## config.mk

```make
export PLATFORM = sky130hd
export DESIGN_NAME = seq_mult_param
export DESIGN_NICKNAME = d
export VERILOG_FILES = /design/src/rtl/seq_mult_param.sv
export SDC_FILE = /design/constraint.sdc
export NUM_CORES = 1
export LEC_CHECK = 0
export CAP_MARGIN = 10
export CORE_MARGIN = 3
export CORE_UTILIZATION = 43
export CTS_BUF_LIST = sky130_fd_sc_hd__clkbuf_2 sky130_fd_sc_hd__clkbuf_4 sky130_fd_sc_hd__clkbuf_8
export CTS_CLUSTER_DIAMETER = 50
export DETAILED_ROUTE_END_ITERATION = 8
export PLACE_DENSITY = 0.66
export SYNTH_ARGS = -nofsm -noshare
export SYNTH_HDL_FRONTEND = slang
export SYNTH_SLANG_ARGS = --single-unit
```

## constraint.sdc

```tcl
create_clock -name clock -period 2.4 [get_ports clock]
set_clock_uncertainty 0.05 [all_clocks]
set_input_delay 0.48 -clock clock [delete_from_list [all_inputs] [get_ports clock]]
set_output_delay 0.48 -clock clock [all_outputs]
set_load 0.1 [all_outputs]
```

## src/rtl/seq_mult_param.sv

```systemverilog
// seq_mult_param: shift-add sequential multiplier, WIDTH-bit operands,
// per-operation signed/unsigned mode, busy/valid handshake.
//
// Ports:
//   clock        rising-edge clock
//   reset_n      synchronous reset, active-low
//   start        request, sampled only while idle (IDLE/DONE)
//   signed_mode  1 = two's-complement operands, 0 = unsigned
//   mcand/mlier  WIDTH-bit operands, latched on an accepted start
//   busy         high while an operation is in flight
//   valid        product valid, held until the next accepted start
//   product      2*WIDTH-bit result
module seq_mult_param #(
    parameter int WIDTH = 8
) (
    input  logic                 clock,
    input  logic                 reset_n,
    input  logic                 start,
    input  logic                 signed_mode,
    input  logic [WIDTH-1:0]     mcand,
    input  logic [WIDTH-1:0]     mlier,
    output logic                 busy,
    output logic                 valid,
    output logic [2*WIDTH-1:0]   product
);

    localparam int CNT_W = $clog2(WIDTH + 1);

    typedef enum logic [1:0] {
        IDLE,
        CALC,
        FIX,
        DONE
    } state_t;

    state_t               state_q, state_d;
    logic [WIDTH:0]       acc_q, acc_d;
    logic [WIDTH-1:0]     low_q, low_d;
    logic [WIDTH-1:0]     mcand_q, mcand_d;
    logic [CNT_W-1:0]     cnt_q, cnt_d;
    logic                 neg_q, neg_d;
    logic                 busy_q, busy_d;
    logic                 valid_q, valid_d;
    logic [2*WIDTH-1:0]   product_q, product_d;

    logic [WIDTH-1:0]     mcand_abs;
    logic [WIDTH-1:0]     mlier_abs;
    logic [WIDTH:0]       sum;
    logic [2*WIDTH-1:0]   mag;

    always_ff @(posedge clock) begin
        if (!reset_n) begin
            state_q   <= IDLE;
            acc_q     <= '0;
            low_q     <= '0;
            mcand_q   <= '0;
            cnt_q     <= '0;
            neg_q     <= 1'b0;
            busy_q    <= 1'b0;
            valid_q   <= 1'b0;
            product_q <= '0;
        end else begin
            state_q   <= state_d;
            acc_q     <= acc_d;
            low_q     <= low_d;
            mcand_q   <= mcand_d;
            cnt_q     <= cnt_d;
            neg_q     <= neg_d;
            busy_q    <= busy_d;
            valid_q   <= valid_d;
            product_q <= product_d;
        end
    end

    always_comb begin
        state_d   = state_q;
        acc_d     = acc_q;
        low_d     = low_q;
        mcand_d   = mcand_q;
        cnt_d     = cnt_q;
        neg_d     = neg_q;
        busy_d    = busy_q;
        valid_d   = valid_q;
        product_d = product_q;

        // Magnitudes; the most negative value maps to 2^(W-1),
        // which still fits in WIDTH unsigned bits.
        mcand_abs = (signed_mode && mcand[WIDTH-1]) ? -mcand : mcand;
        mlier_abs = (signed_mode && mlier[WIDTH-1]) ? -mlier : mlier;

        // acc_q[WIDTH] is always 0 after a shift, so the carry
        // out of the WIDTH-bit add lands in sum[WIDTH].
        sum = acc_q + (low_q[0] ? {1'b0, mcand_q} : '0);
        mag = {acc_q[WIDTH-1:0], low_q};

        case (state_q)
            IDLE, DONE: begin
                if (start) begin
                    mcand_d = mcand_abs;
                    low_d   = mlier_abs;
                    acc_d   = '0;
                    neg_d   = signed_mode & (mcand[WIDTH-1] ^ mlier[WIDTH-1]);
                    cnt_d   = CNT_W'(WIDTH);
                    valid_d = 1'b0;
                    busy_d  = 1'b1;
                    state_d = CALC;
                end
            end
            CALC: begin
                acc_d = {1'b0, sum[WIDTH:1]};
                low_d = {sum[0], low_q[WIDTH-1:1]};
                cnt_d = cnt_q - 1'b1;
                if (cnt_q == CNT_W'(1)) begin
                    state_d = FIX;
                end
            end
            FIX: begin
                // Negating a zero magnitude yields zero, so no -0.
                product_d = neg_q ? -mag : mag;
                valid_d   = 1'b1;
                busy_d    = 1'b0;
                state_d   = DONE;
            end
            default: begin
                state_d = IDLE;
            end
        endcase
    end

    assign busy    = busy_q;
    assign valid   = valid_q;
    assign product = product_q;

endmodule

```

# Yosys cells after proc, flatten, opt, wreduce, memory -nomap -nowiden
# Index checks and enable logic that the tools add are counted.
[op_classes] n_mux=17 eq_ne=6 addsub=5 reduce_logical=10 bitwise=2
[ops] operator="8-bit two-way mux" count=4
[ops] operator="9-bit one-hot mux with 2 select lines" count=1
[ops] operator="16-bit two-way mux" count=1
[ops] operator="16-bit negation" count=1
[ops] operator="8-bit negation" count=2
[ops] operator="8-bit one-hot mux with 2 select lines" count=1
[ops] operator="9-bit by 8-bit adder with 9-bit output" count=1
[ops] operator="9-bit two-way mux" count=1
[ops] operator="4-bit one-hot mux with 2 select lines" count=1
[ops] operator="2-bit AND reduction" count=4
[ops] operator="2-bit one-hot mux with 3 select lines" count=1
[ops] operator="2-bit == test (second input constant)" count=2
[ops] operator="4-bit by 1-bit == test with 1-bit output (second input constant)" count=1
[ops] operator="2-bit two-way mux" count=2
[ops] operator="4-bit two-way mux" count=1
[ops] operator="2-bit != test (second input constant)" count=2
[ops] operator="1-bit one-hot mux with 2 select lines" count=2
[ops] operator="2-bit nonzero test" count=2
[ops] operator="4-bit by 1-bit subtractor with 4-bit output (second input constant)" count=1
[ops] operator="2-bit by 1-bit == test with 1-bit output (second input constant)" count=1
[ops] operator="1-bit logical AND" count=2
[ops] operator="2-bit logical NOT" count=1
[ops] operator="1-bit two-way mux" count=2
[ops] operator="2-bit OR reduction" count=1
[ops] operator="other kinds (2)" count=2
[word_totals] input_bits=20 wordCells=49 regBits=50

# Longest topological paths before layout
# Gate-level depths: netlist of the first run.
[logic_depth] depth_word=4 mapped_depth=8 ltp_nobuf=7

# Worst setup path before layout of the first run
# No wires, ideal clock.
[synth_timing] path_type="flip-flop to flip-flop" from="reg low_q[0]" to="reg acc_q[5]" n_path_buf=1 setup_time_ns=0.127 required_ns=2.223 stages_incl_launch_ff=9 t_arrival_ns=1.975 slack_ns=0.248 cell_sequence="dfxtp_1 -> clkbuf_1 -> and2_1 -> ha_1 -> fa_1 -> a21oi_1 -> o211ai_1 -> mux2i_1 -> or3_1"
[synth_via] elab_chain_len=3
[synth_rtl] element="start, declared" line_no="38" rtl="logic [WIDTH-1:0] low_q, low_d;"
[synth_rtl] element="start signal, assigned" line_no="65" rtl="low_q <= low_d;"
[synth_rtl] element="8-bit two-way mux" line_no="93" rtl="sum = acc_q + (low_q[0] ? {1'b0, mcand_q} : '0);"
[synth_rtl] element="9-bit by 8-bit adder with 9-bit output" line_no="93"
[synth_rtl] element="9-bit one-hot mux with 2 select lines" line_no="96" rtl="case (state_q)"
[synth_rtl] element="end signal, assigned" line_no="54" rtl="acc_q <= '0;"
[synth_rtl] element="end signal, assigned" line_no="64" rtl="acc_q <= acc_d;"
[synth_rtl] element="end, declared" line_no="37" rtl="logic [WIDTH:0] acc_q, acc_d;"
# Every way passes these cells.
# A chain may end at the register's enable or synchronous reset.

# Worst setup path after layout of the first run
# Same ends and word-level chain as after synthesis.

==> results, run 1 <==
- The worst setup path is launched from a flip-flop.
- The area growth from synthesis to layout is 19.59%.
- Among cell families on the critical path, the largest total delay comes from adder cells.
- The pin slew with the least headroom to its limit is between 0.5 and 0.6 ns.
- The maximum fanout along the worst path is 12.
- Entering global routing, the biggest net connects 21 pins.
- The max-slew violation total from the final report is 0.
- The cell at the root of the clock tree is sky130_fd_sc_hd__clkbuf_8.
- The routed wire length is between 7 and 8 mm.
- The least setup slack across all paths after layout is approximately 0.2 ns.
- The sort of element at the end of the critical path is a flip-flop.
- After filler insertion, the fill cell instance count of the layout stands at around 700.
- For this design, the CTS-stage hold fixing added 0 buffers.
- Power spread over the standard cell area amounts to roughly 1100 nW/um^2.
- In the final layout, the share of cells above drive strength 1 is 0.1211.
- Max-cap violations in this run came to 0.
- The slowest stage of the critical path belongs to the cell sky130_fd_sc_hd__fa_1.
- The signal on the critical path passes through and2_1 > ha_1 > fa_1 > a21oi_2 > o211ai_1 > mux2i_1 > or3_1.
- Summing internal, switching and leakage power gives 3.942 mW.
- The largest single stage delay on the critical path is 0.43 ns.
- TritonCTS built the clock tree.
- Synthesis produced 380 cells.
- The sequential-to-total area share from yosys stat is 0.3220.
- For this run, the number of Yosys warnings is 0.
- The total leakage power is 1.473 nW.
- In this run the cell area measured after placement is approximately 3500 um^2.
- By area the synthesized netlist is led by sky130_fd_sc_hd__dfxtp_1, sky130_fd_sc_hd__ha_1, sky130_fd_sc_hd__nor2_1, sky130_fd_sc_hd__a21oi_1, sky130_fd_sc_hd__nand3_1.
- Each instance of the synthesized netlist takes up on average ~8 um^2.
- The arrival time of the worst setup path is ~2.4 ns.
- Counting flops with a built-in enable in the synthesized netlist gives 0.
- The final standard cell area without fillers is between 3000 and 4000 um^2.
- The highest ir drop seen on vdd is 0.5103 mV.
- The total count of hold-check failures in the final report is 0.
- The number of nets in the layout is between 400 and 500.
- In this run the post-CTS setup repair buffer count came out at 0.
- The number of storage elements in the synthesis netlist is 49.
- The clock latency reported for the late side of the worst-skew pair is 0.31 ns.
- The via count of the first global-routing pass came to 2,700.
- The H-tree generated during clock tree synthesis spans 2 levels.
- The initialized floorplan defines 30 standard-cell rows.
- The number of clock buffers inserted by TritonCTS is 5.
- The final weighted congestion of routability-driven global placement is about 0.9.
- The synthesized netlist contains 56 unique library cells.
- The headroom to the max-slew limit is 0.6023.
- For this run, the total global-route usage over all layers was measured as 0.1921.
- The HPWL after detailed placement is around 5.9 mm.
- The number of nets in the synthesized netlist is 417.
- The count of port buffers added during placement is 37.
- The area of the core is 6832 um^2.
- The setup path with the least slack is of type flip-flop to flip-flop.
- The total clock sinks is 49.
- The number of DRC violations after detailed-routing iteration 0 is approximately 120.
- The proportion of synthesized flip-flops having asynchronous set or reset is 0.
- The remaining number of nets flagged by the antenna check after routing is 0.
- Setup total negative slack on the finished layout was measured at 0 ns.
- For this run, design rule violations remaining after detail routing come to 0.
- The ratio of final minimum period to clock period is 0.9191.
- The synthesized netlist occupies a cell area of about 3000 um^2.
- The number of vias after detailed routing is between 2,000 and 3,000.
- The fraction of synthesized cell area taken by the top area cell type is 0.3220.
- For this run, the leading register cell type out of synthesis is sky130_fd_sc_hd__dfxtp_1.
- The cell taking the most area after synthesis is sky130_fd_sc_hd__dfxtp_1.
- The count of buffering cells on the critical path with inverters included is 0.
- The total congestion overflow after global routing is 0.
- Measured along the y axis, the die boundary spans 90.18 um.
- The antenna cell count is 0.
- In this run, post-CTS repair resized a total of 0 instances.
- The minimum period implied by the final worst setup slack is 2.206 ns.
- Setup repair after global routing left no endpoint under its margin.
- Across all hold checks on the routed design, the worst slack comes to around 0.41 ns.
- The classification of the worst-slack hold path is flip-flop to flip-flop.
- The routed length per placed instance is between 15 and 20 um.
- The effective utilization at floorplan is 0.4460.
- The run finished with clean final reports.
- The clock passes through at most 2 buffers.
- The die outline area is between 8000 and 9000 um^2.
- The count of boundary I/O pins is 38.
- The number of antenna violations at the first check in global routing is 0.
- The die is around 90 um wide.
- Setup violations remaining at the end of the flow were counted as 0.
- The first-pass iteration count of the detailed router is 4.
- The post-placement worst setup slack is approximately 0.18 ns.
- The mean number of vias per cell is approximately 5.6.
- The worst endpoint required time is roughly 2.6 ns.
- After clock tree synthesis, the clock-pin slew on the worst setup and hold paths is 0.10 ns.
- The highest clock frequency the design can meet is 453.3 MHz.
- The global-route wire length before repair is about 13 mm.
[cell usage after synthesis, types with 9 or more instances]
cell type,n
sky130_fd_sc_hd__a211oi_1,12
sky130_fd_sc_hd__a21oi_1,23
sky130_fd_sc_hd__and2_1,11
sky130_fd_sc_hd__clkbuf_1,18
sky130_fd_sc_hd__dfxtp_1,49
sky130_fd_sc_hd__ha_1,16
sky130_fd_sc_hd__inv_1,17
sky130_fd_sc_hd__nand2_1,23
sky130_fd_sc_hd__nand3_1,21
sky130_fd_sc_hd__nor2_1,34
sky130_fd_sc_hd__nor3_1,10
sky130_fd_sc_hd__o21ai_0,20
sky130_fd_sc_hd__xnor2_1,9
sky130_fd_sc_hd__xor2_1,9
[cell families (layout without fill, tap and decap cells)]
group / after synthesis / count (layout) / synth area share
AND/OR/NAND/NOR: 150 / 150 / 0.2632
AO/OA/AOI/OAI: 101 / 101 / 0.2218
flip-flops: 49 / 49 / 0.3220
buffers and inverters: 39 / 80 / 0.04928
XOR/XNOR: 18 / 18 / 0.05175
adder cells (fa/ha/maj): 17 / 17 / 0.07228
multiplexers: 6 / 6 / 0.01971
[final cells by class]
type                            instances  area [um^2]  area share
Tap cell                               96        120.1     0.03297
Inverter                               18        67.56     0.01854
Timing Repair Buffer                   54        465.4      0.1277
Multi-Input combinational cell        292         1919      0.5268
Clock buffer                            5        68.82     0.01889
Sequential cell                        49        980.9      0.2692
Clock inverter                          3        21.27    0.005838
[stage by stage]
stage / instances / util
2_1_floorplan: 380 / -
3_3_place_gp: 509 / 0.5196
5_1_grt: 517 / 0.5333
4_1_cts: 517 / 0.5328
6_report: 517 / 0.5333
3_5_place_dp: 509 / 0.5196
[power by group]
| group | internal (mW) | switching (mW) | leakage (nW) |
|---|---|---|---|
| clock | 0.207 | 0.299 | 0.0445 |
| sequential | 1.02 | 0.179 | 0.401 |
| combinational | 0.768 | 1.47 | 1.03 |
[worst register-to-register path, cell delays in order (launching register included)]
cell and delay (ns):
sky130_fd_sc_hd__dfxtp_1 0.40, sky130_fd_sc_hd__and2_1 0.19, sky130_fd_sc_hd__ha_1 0.22, sky130_fd_sc_hd__fa_1 0.43, sky130_fd_sc_hd__a21oi_2 0.19, sky130_fd_sc_hd__o211ai_1 0.13, sky130_fd_sc_hd__mux2i_1 0.13, sky130_fd_sc_hd__or3_1 0.36
[layout by cell type, fill, tap and decap left out, drive strengths merged, types with 6 or more instances in the layout]
cell type      instances
ha                    16
a31oi                  6
nor2b                  7
o21ai                 20
and2                  11
nand2                 23
a211oi                12
mux2i                  6
or3                    6
xnor2                  9
a21oi                 23
buf                   35
clkdlybuf4s50         19
nand3                 21
xor2                   9
nor3                  11
inv                   18
nor2                  34
nand2b                 6
dfxtp                 49
[per-layer routing]
layer,wire (um),track usage,up-vias
met5,0,0,-
met2,3803,0.3323,54
li1,-,-,1469
met4,79,0.05357,0
met1,3664,0.2483,1372
met3,277,0.02929,5
[flip-flops by register name, summed over array words and instances (netlist names)]
register,flops
mcand_q,8
valid,1
cnt_q,4
neg_q,1
busy,1
acc_q,8
state_q,2
product,16
low_q,8
[path summary, 6_finish.rpt]
kind / end / slack (ns) / startpoint / cells after the start
worst max-delay path: acc_q[5] / 0.19 / low_q[0] / 7
worst max register to register: acc_q[5] / 0.19 / low_q[0] / 7
worst min register to register: mcand_q[0] / 0.41 / mcand_q[0] / 2
worst min-delay path: mcand_q[0] / 0.41 / mcand_q[0] / 2
(Power assumes the default switching activity.)
==> run 2: changes to the inputs <==
--- a/config.mk
+++ b/config.mk
@@ -5,11 +5,11 @@
 export SDC_FILE = /design/constraint.sdc
 export NUM_CORES = 1
 export LEC_CHECK = 0
-export CAP_MARGIN = 10
+export CAP_MARGIN = 25
 export CORE_MARGIN = 3
 export CORE_UTILIZATION = 43
 export CTS_BUF_LIST = sky130_fd_sc_hd__clkbuf_2 sky130_fd_sc_hd__clkbuf_4 sky130_fd_sc_hd__clkbuf_8
-export CTS_CLUSTER_DIAMETER = 50
+export CTS_CLUSTER_DIAMETER = 40
 export DETAILED_ROUTE_END_ITERATION = 8
 export PLACE_DENSITY = 0.66
 export SYNTH_ARGS = -nofsm -noshare
==> results of run 2 <==
Same layout as run 1: the final DEF is identical, and so are final timing and power.
==> run 3: changes to the inputs <==
--- a/config.mk
+++ b/config.mk
@@ -5,6 +5,7 @@
 export SDC_FILE = /design/constraint.sdc
 export NUM_CORES = 1
 export LEC_CHECK = 0
+export ABC_AREA = 1
 export CAP_MARGIN = 25
 export CORE_MARGIN = 3
 export CORE_UTILIZATION = 43
==> results, run 3 <==
- The cell area after synthesis was 3007 um^2 (-1.3%).
- The x dimension of the die was 89.62 um (-0.62%).
- The arrival time of the worst setup path is 2.11 ns (-0.25 ns).
- The classification of the worst-slack hold path is flip-flop to flip-flop.
- The sequential power share was 0.316 (+0.011).
- The final setup violation count is 0 (unchanged).
- The sequential standard cell area is 980.9 um^2 (unchanged).
- The average footprint of a synthesized cell is 6.637 um^2 (-17%).
- The effective utilization at floorplan is 0.4578 (+0.01183).
- The distinct cell type count of the synthesized netlist is 29 (-48%).
- The sort of element at the end of the critical path is a flip-flop.
- The ratio of final minimum period to clock period is 0.8078 (-0.1113).
- The sequential-to-total area share from yosys stat came to 0.3263 (+0.004288).
- The DRC violation count after routing is 0 (unchanged).
- In the synthesized netlist, the cells that appear most often are sky130_fd_sc_hd__nand2_1, sky130_fd_sc_hd__inv_1, sky130_fd_sc_hd__a21oi_1, sky130_fd_sc_hd__dfxtp_1.
- The worst endpoint required time was 2.57 ns (+0.02 ns).
- The sort of element at the start of the critical path is a flip-flop.
- The clock network fraction of total power is 0.118 (-0.010).
- The floorplan die height was 89.62 um (-0.62%).
- The fraction of final layout cells with drive strength greater than 1 is 0.08624 (-0.03490).
- The count of boundary I/O pins is 38 (unchanged).
- The post-cts resize count came to 0 (unchanged).
- The mean number of vias per cell came to 4.933 (-12%).
- The run finished with clean final reports.
- The largest net degree at the start of global routing was 34 (+62%).
- The total design power is 4.217 mW (+7.0%).
- The die outline area is 8032 um^2 (-1.2%).
- The number of max-cap violations is 0 (unchanged).
- The routed wire length is 6.642 mm (-15%).
- The clock slew at the register clock pins of the worst setup and hold paths is 0.09 ns (about the same).
- The highest clock frequency the design can meet is 515.8 MHz (+14%).
- The fraction of synthesized cell area taken by the top area cell type is 0.3263 (+0.004288).
- The total congestion overflow after global routing is 0 (unchanged).
- Among all flip-flop cells after synthesis, the most frequent one is sky130_fd_sc_hd__dfxtp_1.
- The setup TNS is 0 ns (unchanged).
- The switching power is 2.250 mW (+16%).
- The fraction of power consumed by combinational cells is 0.566 (about the same).
- The maximum fanout along the worst path came to 18 (+6).
- The maximum number of buffers from clock root to sink is 2 (unchanged).
- The stage delay of the slowest cell on the critical path is 0.38 ns (-0.05 ns).
- The via count of the first global-routing pass came to 2,588 (-4.1%).
- The first-pass iteration count of the detailed router came to 4 (unchanged).
- The number of antenna violations at the first check in global routing is 0 (unchanged).
- The multi-input gate area in the final layout is 1715 um^2 (-11%).
- For this design, the slowest cell found on the critical path is sky130_fd_sc_hd__dfxtp_1.
- The global-route wire length before repair was 11.28 mm (-13%).
- The clock latency reported for the late side of the worst-skew pair is 0.30 ns (about the same).
- The count of flip-flops with a built-in enable after synthesis was 0 (unchanged).
- The power density over the cells is 1205 nW/um^2 (+11%).
- The critical path is of the flip-flop to flip-flop type.
- The max-slew violation total from the final report is 0 (unchanged).
- The number of clock buffers inserted by TritonCTS is 5 (unchanged).
- The minimum period implied by the final worst setup slack is 1.939 ns (-0.2672 ns).
- The cell taking the most area after synthesis is sky130_fd_sc_hd__dfxtp_1.
- The HPWL after detailed placement is 4.990 mm (-16%).
- The library cells used most frequently in the layout, excluding fill and tap cells, are sky130_fd_sc_hd__nand2_1, sky130_fd_sc_hd__inv_1, sky130_fd_sc_hd__a21oi_1, sky130_fd_sc_hd__dfxtp_1.
- For hold timing, the worst endpoint is valid.
- The cell at the root of the clock tree is sky130_fd_sc_hd__clkbuf_8.
- Traced cell by cell, the critical path runs through inv_1 > ha_1 > nand2_2 > clkinv_1 > nand2_1 > nand2_1 > nor3_1.
- The proportion of synthesized flip-flops having asynchronous set or reset came to 0 (unchanged).
- The number of storage elements in the synthesis netlist is 49 (unchanged).
- The headroom to the max-slew limit is 0.4729 (-0.1294).
- The number of fillers in the final layout came to 684 (-1.4%).
- The pin slew with the least headroom to its limit is 0.7898 ns (+0.1986 ns).
- The area growth from synthesis to layout is 16.40%.
- The total leakage power is 1.694 nW (+15%).
- TritonCTS built the clock tree.
- The count of yosys warnings during synthesis is 0 (unchanged).
- The hold path depth came to 2 (unchanged).
- The family with the most delay on the worst path is simple AND/OR/NAND/NOR gates.
- In the post-synthesis netlist, the biggest area contributors are sky130_fd_sc_hd__dfxtp_1, sky130_fd_sc_hd__nand2_1, sky130_fd_sc_hd__a21oi_1, sky130_fd_sc_hd__inv_1, sky130_fd_sc_hd__ha_1.
- The number of cells on the worst reg-to-reg path is 7 (unchanged).
- The most frequent cell on the critical path is sky130_fd_sc_hd__nand2_1.
- The flip-flop count of the largest register, all copies and words added is 16 (unchanged).
- The deepest level of the CTS H-tree is 2 (unchanged).
- The number of nets in the layout is 523 (+14%).
- The total track usage was 0.1749 (-0.01723).
- In this run the most critical hold path is launched from valid.
- The library cell used most frequently in the layout, excluding fill and tap cells, is sky130_fd_sc_hd__nand2_1.
- In this run the critical register-to-register path is launched from state_q[0].
- The number of rows in the core area is 29 (-3.3%).
- The total clock sinks is 49 (unchanged).
- The count of buffering cells on the critical path with inverters included is 2 (+2).
- The number of DRC violations after detailed-routing iteration 0 is 136 (+16%).
- The most common cell in the synthesized netlist is sky130_fd_sc_hd__nand2_1.
- The capture instance of the worst register-to-register path is cnt_q[2].
- The remaining number of nets flagged by the antenna check after routing came to 0 (unchanged).
- The internal power contribution is 1.967 mW (-1.6%).
- The final weighted congestion of routability-driven global placement came to 0.8574 (-2.6%).
- The count of port buffers added during placement is 37 (unchanged).
- The number of nets in the synthesized netlist is 490 (+18%).
- The area of the core is 6568 um^2 (-3.9%).
- The count of hold buffers inserted by post-cts repair is 0 (unchanged).
- The proportion of total power due to net switching is 0.5335 (+0.04052).
- The antenna cell count is 0 (unchanged).
- The number of buffers inserted by post-CTS setup repair is 0 (unchanged).
- The minimum setup slack among reg-to-reg paths is 0.46 ns (+0.27 ns).
- The routed length per placed instance came to 11.45 um (-24%).
- Setup repair after global routing left no endpoint under its margin.
- The post-synthesis cell count was 453 (+19%).
- The highest ir drop seen on vdd came to 0.6385 mV (+25%).
- The number of vias after detailed routing is 2,861 (-1.3%).
- The total count of hold-check failures in the final report is 0 (unchanged).
[run 3: cells by family after synthesis]
| group | count (synthesis) | share of synthesized area |
|---|---|---|
| simple gates | 190 | 0.2622 |
| buf+inv | 79 | 0.1032 |
| flops | 49 | 0.3263 |
| xor+xnor | 14 | 0.04078 |
| fa+ha+maj | 17 | 0.07324 |
| compound gates | 104 | 0.1943 |
[run 3: routing by layer]
layer	GRT usage	part of all wire
met1	0.2266	0.49
met4	0.03518	0.0066
met3	0.02920	0.034
met2	0.3059	0.47
met5	0	0
[run 3: worst max path at each step]
stage | startpoint | end | slack [ns] | cells past startpoint
6_report | state_q[0] | cnt_q[2] | 0.46 | 7
5_1_grt | state_q[0] | mcand_q[5] | 0.32 | 6
2_1_floorplan | low_q[0] | acc_q[7] | 0.70 | 11
4_1_cts | state_q[0] | cnt_q[2] | 0.45 | 7
3_5_place_dp | mcand[0] | mcand_q[6] | 0.32 | 10
3_3_place_gp | mcand[0] | mcand_q[6] | 0.37 | 10
[run 3: cell type report]
class,instances,area share
Clock buffer,7,0.02395
Clock inverter,1,0.002145
Inverter,64,0.06864
Multi-Input combinational cell,325,0.4902
Sequential cell,49,0.2803
Tap cell,93,0.03325
Timing Repair Buffer,41,0.1015
[run 3: worst reg2reg max path, stage by stage, from the launching register on]
cell and delay (ns):
sky130_fd_sc_hd__dfxtp_1 0.38, sky130_fd_sc_hd__inv_1 0.06, sky130_fd_sc_hd__ha_1 0.36, sky130_fd_sc_hd__nand2_2 0.17, sky130_fd_sc_hd__clkinv_1 0.38, sky130_fd_sc_hd__nand2_1 0.20
sky130_fd_sc_hd__nand2_1 0.07, sky130_fd_sc_hd__nor3_1 0.20
[run 3: through the flow]
step,instance area [um^2],hold WS (ns),cells,util,setup slack [ns]
3_3_place_gp,3408,0.4176,572,0.5190,0.3746
5_1_grt,3500,0.4534,580,0.5329,0.3207
6_report,3500,0.4263,580,0.5329,0.4614
2_1_floorplan,3007,0.3973,453,-,0.6998
4_1_cts,3500,0.4278,580,0.5329,0.4538
3_5_place_dp,3408,0.4124,572,0.5190,0.3201
[run 3: power groups by stage]
stage	Sequential (mW)	Clock [mW]	Combinational, mW
4_1_cts	1.33	0.511	2.41
3_5_place_dp	1.35	0	2.40
3_3_place_gp	1.34	0	2.36
2_1_floorplan	2.08	0	1.17
6_report	1.33	0.498	2.39
5_1_grt	1.38	0.540	2.63
